### src/rtl/seq_addsub.sv
// Sequential adder/subtractor: a WIDTH-bit operand pair is consumed DIGIT bits
// per clock through a registered carry, framed by a start/busy/done handshake.
module seq_addsub #(
  parameter int WIDTH = 16,
  parameter int DIGIT = 4
) (
  input  logic             clk,
  input  logic             rst,
  input  logic             start,
  input  logic             sub,
  input  logic [WIDTH-1:0] a,
  input  logic [WIDTH-1:0] b,
  input  logic             cin,
  output logic             busy,
  output logic             done,
  output logic [WIDTH-1:0] sum,
  output logic             cout,
  output logic             ovf
);

  localparam int N  = (DIGIT >= 1) ? WIDTH / DIGIT : 1;
  localparam int CW = (N > 1) ? $clog2(N) : 1;

  if (WIDTH < 1 || DIGIT < 1 || DIGIT > WIDTH || (WIDTH % DIGIT) != 0) begin : g_bad_params
    $error("seq_addsub: illegal WIDTH/DIGIT combination");
  end

  typedef enum logic [1:0] {
    ST_IDLE = 2'd0,
    ST_RUN  = 2'd1,
    ST_DONE = 2'd2
  } state_t;

  state_t            state;
  state_t            state_nx;
  logic [CW-1:0]     cnt;
  logic [WIDTH-1:0]  op_a;
  logic [WIDTH-1:0]  op_b;
  logic [WIDTH-1:0]  res;
  logic              carry;

  logic              accept;
  logic              last;
  logic [DIGIT-1:0]  dig_a;
  logic [DIGIT-1:0]  dig_b;
  logic [DIGIT:0]    dig_tot;
  logic [DIGIT-1:0]  dig_sum;
  logic              dig_co;
  logic              msb_ci;
  logic [WIDTH-1:0]  res_nx;

  // Handshake: start is taken only while busy=0 (IDLE or DONE); once taken,
  // busy stays high for N cycles, then done pulses for one cycle with the
  // new sum/cout/ovf. A start seen during that DONE cycle is accepted too.
  always_comb begin
    state_nx = state;
    accept   = start && (state != ST_RUN);
    last     = (cnt == CW'(N - 1));
    case (state)
      ST_IDLE: if (start) state_nx = ST_RUN;
      ST_RUN:  if (last)  state_nx = ST_DONE;
      ST_DONE: state_nx = start ? ST_RUN : ST_IDLE;
      default: state_nx = ST_IDLE;
    endcase
  end

  // Operands shift right so the active digit is always at bit 0; result
  // digits enter at the top and have walked down to their slot after N shifts.
  always_comb begin
    dig_a   = op_a[DIGIT-1:0];
    dig_b   = op_b[DIGIT-1:0];
    dig_tot = {1'b0, dig_a} + {1'b0, dig_b} + {{DIGIT{1'b0}}, carry};
    dig_sum = dig_tot[DIGIT-1:0];
    dig_co  = dig_tot[DIGIT];
    msb_ci  = dig_a[DIGIT-1] ^ dig_b[DIGIT-1] ^ dig_sum[DIGIT-1];
    res_nx  = (res >> DIGIT) | (WIDTH'(dig_sum) << (WIDTH - DIGIT));
  end

  always_ff @(posedge clk or posedge rst) begin
    if (rst) begin
      state <= ST_IDLE;
      busy  <= 1'b0;
      done  <= 1'b0;
    end else begin
      state <= state_nx;
      busy  <= (state_nx == ST_RUN);
      done  <= (state_nx == ST_DONE);
    end
  end

  always_ff @(posedge clk or posedge rst) begin
    if (rst) begin
      cnt   <= '0;
      op_a  <= '0;
      op_b  <= '0;
      res   <= '0;
      carry <= 1'b0;
      sum   <= '0;
      cout  <= 1'b0;
      ovf   <= 1'b0;
    end else if (state == ST_RUN) begin
      op_a  <= op_a >> DIGIT;
      op_b  <= op_b >> DIGIT;
      res   <= res_nx;
      carry <= dig_co;
      cnt   <= last ? '0 : cnt + 1'b1;
      if (last) begin
        sum  <= res_nx;
        cout <= dig_co;
        ovf  <= msb_ci ^ dig_co;
      end
    end else if (accept) begin
      op_a  <= a;
      op_b  <= sub ? ~b : b;
      carry <= cin ^ sub;
      cnt   <= '0;
    end
  end

endmodule

### config.mk
export PLATFORM = sky130hd
export DESIGN_NAME = seq_addsub
export DESIGN_NICKNAME = d
export VERILOG_FILES = /design/src/rtl/seq_addsub.sv
export SDC_FILE = /design/constraint.sdc
export NUM_CORES = 1
export LEC_CHECK = 0
export ABC_CLOCK_PERIOD_IN_PS = 4900
export CORE_MARGIN = 8
export CORE_UTILIZATION = 46
export CTS_BUF_LIST = sky130_fd_sc_hd__clkbuf_8
export CTS_CLUSTER_DIAMETER = 100
export DETAILED_ROUTE_END_ITERATION = 12
export GPL_TIMING_DRIVEN = 0
export PLACE_DENSITY_LB_ADDON = 0.2
export SLEW_MARGIN = 20
export SYNTH_ARGS = -nofsm -noshare
export SYNTH_HDL_FRONTEND = slang
export SYNTH_SLANG_ARGS = --single-unit
### constraint.sdc
create_clock -name clk -period 4.9 [get_ports clk]
set_clock_uncertainty 0.2 [all_clocks]
set_input_delay 0.49 -clock clk [delete_from_list [all_inputs] [get_ports clk]]
set_output_delay 0.49 -clock clk [all_outputs]
set_load 0.03 [all_outputs]
# After elaboration in Yosys (flattened, before gate mapping)
# Cells that the tools add are included.
# op_classes
addsub,3
mul,0
n_div,0
order_cmp,0
eq_ne,6
n_shift,0
mux,14
bitwise,6
n_reduce_logical,4
# ops
cell,count
$mux W16,5
$not A16 Y16,1
$or A12 B16 Y16,1
$mux W2,5
$eq A2 B2 Y1 const B,3
$pmux W2 S3,1
$add A4 B4 Y5,1
$add A5 B1 Y5,1
$eq A2 B1 Y1 const B,2
$xor A1 B1 Y1,4
$mux W1,3
$add A2 B1 Y2 const B,1
$logic_not A2 Y1,1
$ne A2 B1 Y1 const B,1
$reduce_and A2 Y1,1
$reduce_bool A2 Y1,1
$logic_and A1 B1 Y1,1
# totals
register_bits,73
latchBits,0
ramBits,0
rom_bits,0
out_inout_bits,20
word_cells,44
n_memories,0

# Depth between registers and ports, before layout
# depth
word_depth,4
mapped_depth,7
ltp_nobuf,7

# Worst setup path after synthesis
# No wires, ideal clock.
# synth_timing
path_kind,reg-to-reg
from,reg op_a[0]
to,reg ovf
setup_ps,123
arrival_time_ps,1509
required_ps,4577
slack_ps,3068
stages_incl_launch_ff,8
path_buffers,0
period_less_slack_ps,1832
path_cell_list,dfrtp_1 -> fa_1 -> inv_1 -> fa_1 -> nand2b_1 -> o2bb2ai_1 -> xnor2_1 -> o21ai_1
# synth_via
elab_chain_len,4
# synth_lines
item,line_no,text
from (decl),37,logic [WIDTH-1:0] op_a;
from (signal assigned),102,op_a <= op_a >> DIGIT;
$add A4 B4 Y5 *,72,"dig_tot = {1'b0, dig_a} + {1'b0, dig_b} + {{DIGIT{1'b0}}, carry};"
$add A5 B1 Y5 *,72,
$xor A1 B1 Y1,75,msb_ci = dig_a[DIGIT-1] ^ dig_b[DIGIT-1] ^ dig_sum[DIGIT-1];
$xor A1 B1 Y1 *,110,ovf <= msb_ci ^ dig_co;
to (signal assigned),110,
to (decl),18,output logic ovf
# Every way passes the cells marked *; elsewhere a longest branch is shown, timed or not.
# A chain may end at the register's enable or synchronous reset.

# Final worst setup path
# layout_timing
from,reg sum[12]
to,out sum[12]
# layout_rtl
item,line_no,text
from (decl),16,"output logic [WIDTH-1:0] sum,"
from (signal assigned),108,sum <= res_nx;
# No word-level cell between the ends.

==> metrics <==
outcome completed; post-route cell area 4030 sq um; RR Endpoint ovf; FP Rows 30; htree depth 3; Residual DRC 0; Synth Instances 294; initial antenna violation count 0; Critical Path RT 4.21 ns; reg2reg start op_a[0]; area of the multi-input gates 1260 sq um; hold crit path type in -> async; measured slew at the worst slew-check pin 0.443 ns; reg-to-reg slack, setup 2.86 ns; CP Cell Sequence clkdlybuf4s50_1; Synth Register Bits 69; hold_buf cts 0; sequential share of power 38.4%; CTS buffer count 9; Final Cycle Share 42.3%; maximum buffer depth of the clock tree 2; Detailed Route WL 6.63 mm; CTS tree yes; pin count of the biggest net entering global routing 45; fill count 579; crit end category output pin; commonest non-fill, non-tap cells in the layout 69 x dfrtp_1, 62 x nand2_1, 54 x clkdlybuf4s50_1; RSZ-0062 raised after global routing no; number of nets in the layout 403; Final Setup Violations 0; data arrival time of the critical path 1.38 ns; Logic pwr share 41.0%; CP max stage delay 0.68 ns; Compound-Gate Fraction of Synth Area 9.86%; Buf/Inv on CP 1; pwr dens 623 nW/um^2; syn avg cell area 10.7 sq um; clk_lat worst skew 0.34 ns; DR vias 2254; Synth Area in Simple Gates 11.2%; type of origin of the critical path register; Core Area 6680 sq um; Final Max Tran Viols 0; layout cell share with drive strength beyond 1 12.6%; clock sinks 69; setup total negative slack 0 ns; WS Path Type reg -> out; die area 9710 sq um; post-synth top area share 55.1%; NetSw 948 uW; Antenna diodes 0; max-cap violations 0; switching share of power 37.7%; setup bufs post-CTS 0; Hold WS 0.275 ns; Post-Syn Area 3140 sq um; slowest CP cell clkdlybuf4s50_1; Yosys top cell by area dfrtp_1; post-synthesis sequential area ratio 55.1%; global-route wire length before repair 11.4 mm; final hold vios 0; leak pwr 0.00186 uW; post-cts sizing count 0; DRT iter0 DRCs 68; Worst VDD drop 0.000240 V; drt first pass iters 4; IO Pins 57; vias in the first global route 2423; Die Wd 98.6 microns; top cells by area, synth dfrtp_1 55%, nand2_1 7.4%, mux2i_1 5.1%; Initial Util 46.9%; GRT Overall Usage 14.6%; Post-DRT Antenna Nets 0; Die H 98.6 microns; Clock transition at path regs 0.08 ns; crit-path max FO 2; most common cell after layout, fill and taps aside dfrtp_1; Post-Synth XOR/XNOR Area 5.59%; Peak Freq 483 MHz; total grt overflow 0; Syn-to-layout area delta 28.5%; clock network power share 20.6%; Post-DP Area 3810 sq um; Final GP Congestion 0.752; Synth Area in Adders 2.87%; DP HPWL 4.78 mm; wire length per cell 14.9 microns; Syn Nets 337; IO Port Bufs 54; end-of-flow core utilization 60.3%; crit-path leading delay family buffers and inverters; storage element area 1730 sq um; max_slew headroom 70.5%; post-synthesis mux area share 10.9%; Critical Path Start sum[12]; R2R depth 7; drt via density 5.07; final critical-path required period 2.07 ns; YS warnings 0; post-synth cell types 31; Int Pwr 1560 uW; largest family of logic cells by synthesized area simple AND/OR/NAND/NOR gates; CTS Root Cell clkbuf_8
[worst reg2reg max path: stages (launching register included)]
cell       delay (ns)
dfrtp_1          0.41
fa_1             0.46
inv_1            0.09
fa_1             0.20
nand2b_1         0.12
o2bb2ai_1        0.20
xnor2_1          0.17
o21ai_1          0.08
[final cells by class]
| cell class | count | area share (%) |
|---|---|---|
| sequential | 69 | 42.8 |
| multi-input combinational | 200 | 31.4 |
| timing repair buffer | 55 | 14.1 |
| clock buffer | 10 | 3.42 |
| buffer | 18 | 2.86 |
| tap | 80 | 2.48 |
| clock inverter | 6 | 2.14 |
| inverter | 7 | 0.776 |
[Yosys cell counts]
cell type / n
buf_8: 1
and2b_4: 1
o21ai_1: 12
mux2i_1: 16
a211oi_1: 4
ha_1: 4
a21o_1: 1
fa_1: 2
xnor2_1: 18
xor2_1: 2
o211ai_1: 1
nand2_1: 62
o22ai_1: 2
nand2_4: 1
mux2_4: 9
nand3_1: 1
inv_4: 1
o21ai_0: 22
nor2_1: 21
clkbuf_1: 3
mux2_1: 4
nand2b_1: 2
o2bb2ai_1: 1
inv_1: 5
buf_2: 8
a21oi_1: 13
o31ai_1: 1
buf_4: 5
dfrtp_1: 69
buf_6: 1
inv_2: 1
[flip-flops by register name, indices dropped and copies added, names as in the netlist]
signal,count
op_a,16
op_b,16
sum,16
res,12
cnt,2
state,2
busy,1
carry,1
cout,1
done,1
ovf,1
[routing by layer]
metal  global-route usage (%)  vias up  share of wire, %
li1                         -     1104                 -
met1                     18.3     1099                46
met2                     23.1       42                48
met3                     3.24        9               3.7
met4                     7.08        0               1.6
met5                        0        -                 0
[power by group through the flow]
stage                     clock network (uW)  registers [uW]  logic [uW]
after global routing                     548             994        1150
after CTS                                526             966        1050
after global placement                     0             966        1010
after detailed placement                   0             975        1040
final                                    517             964        1030
after floorplan                            0            1080         570
[kinds of logic after synthesis]
logic type	Yosys count
buffers and inverters	25
AO/OA/AOI/OAI	57
multiplexers	29
XOR/XNOR	20
adder cells (fa/ha/maj)	6
flip-flops	69
AND/OR/NAND/NOR	88
[how the worst max path moves through the flow]
stage                          end  cells after the start
after floorplan               busy                      1
after global routing       sum[10]                      1
after detailed placement       ovf                      7
after CTS                   sum[2]                      1
final                      sum[12]                      1
after global placement    op_b[15]                      2
[stage by stage]
stage | instances | power, uW | worst slack, ns
3_5_place_dp | 429 | 2020 | 2.86
4_1_cts | 445 | 2540 | 2.82
2_1_floorplan | 294 | 1650 | 2.47
6_report | 445 | 2510 | 2.83
3_3_place_gp | 428 | 1980 | 1.26
5_1_grt | 445 | 2690 | 2.77
No activity file was read; power rests on OpenSTA's default activity.
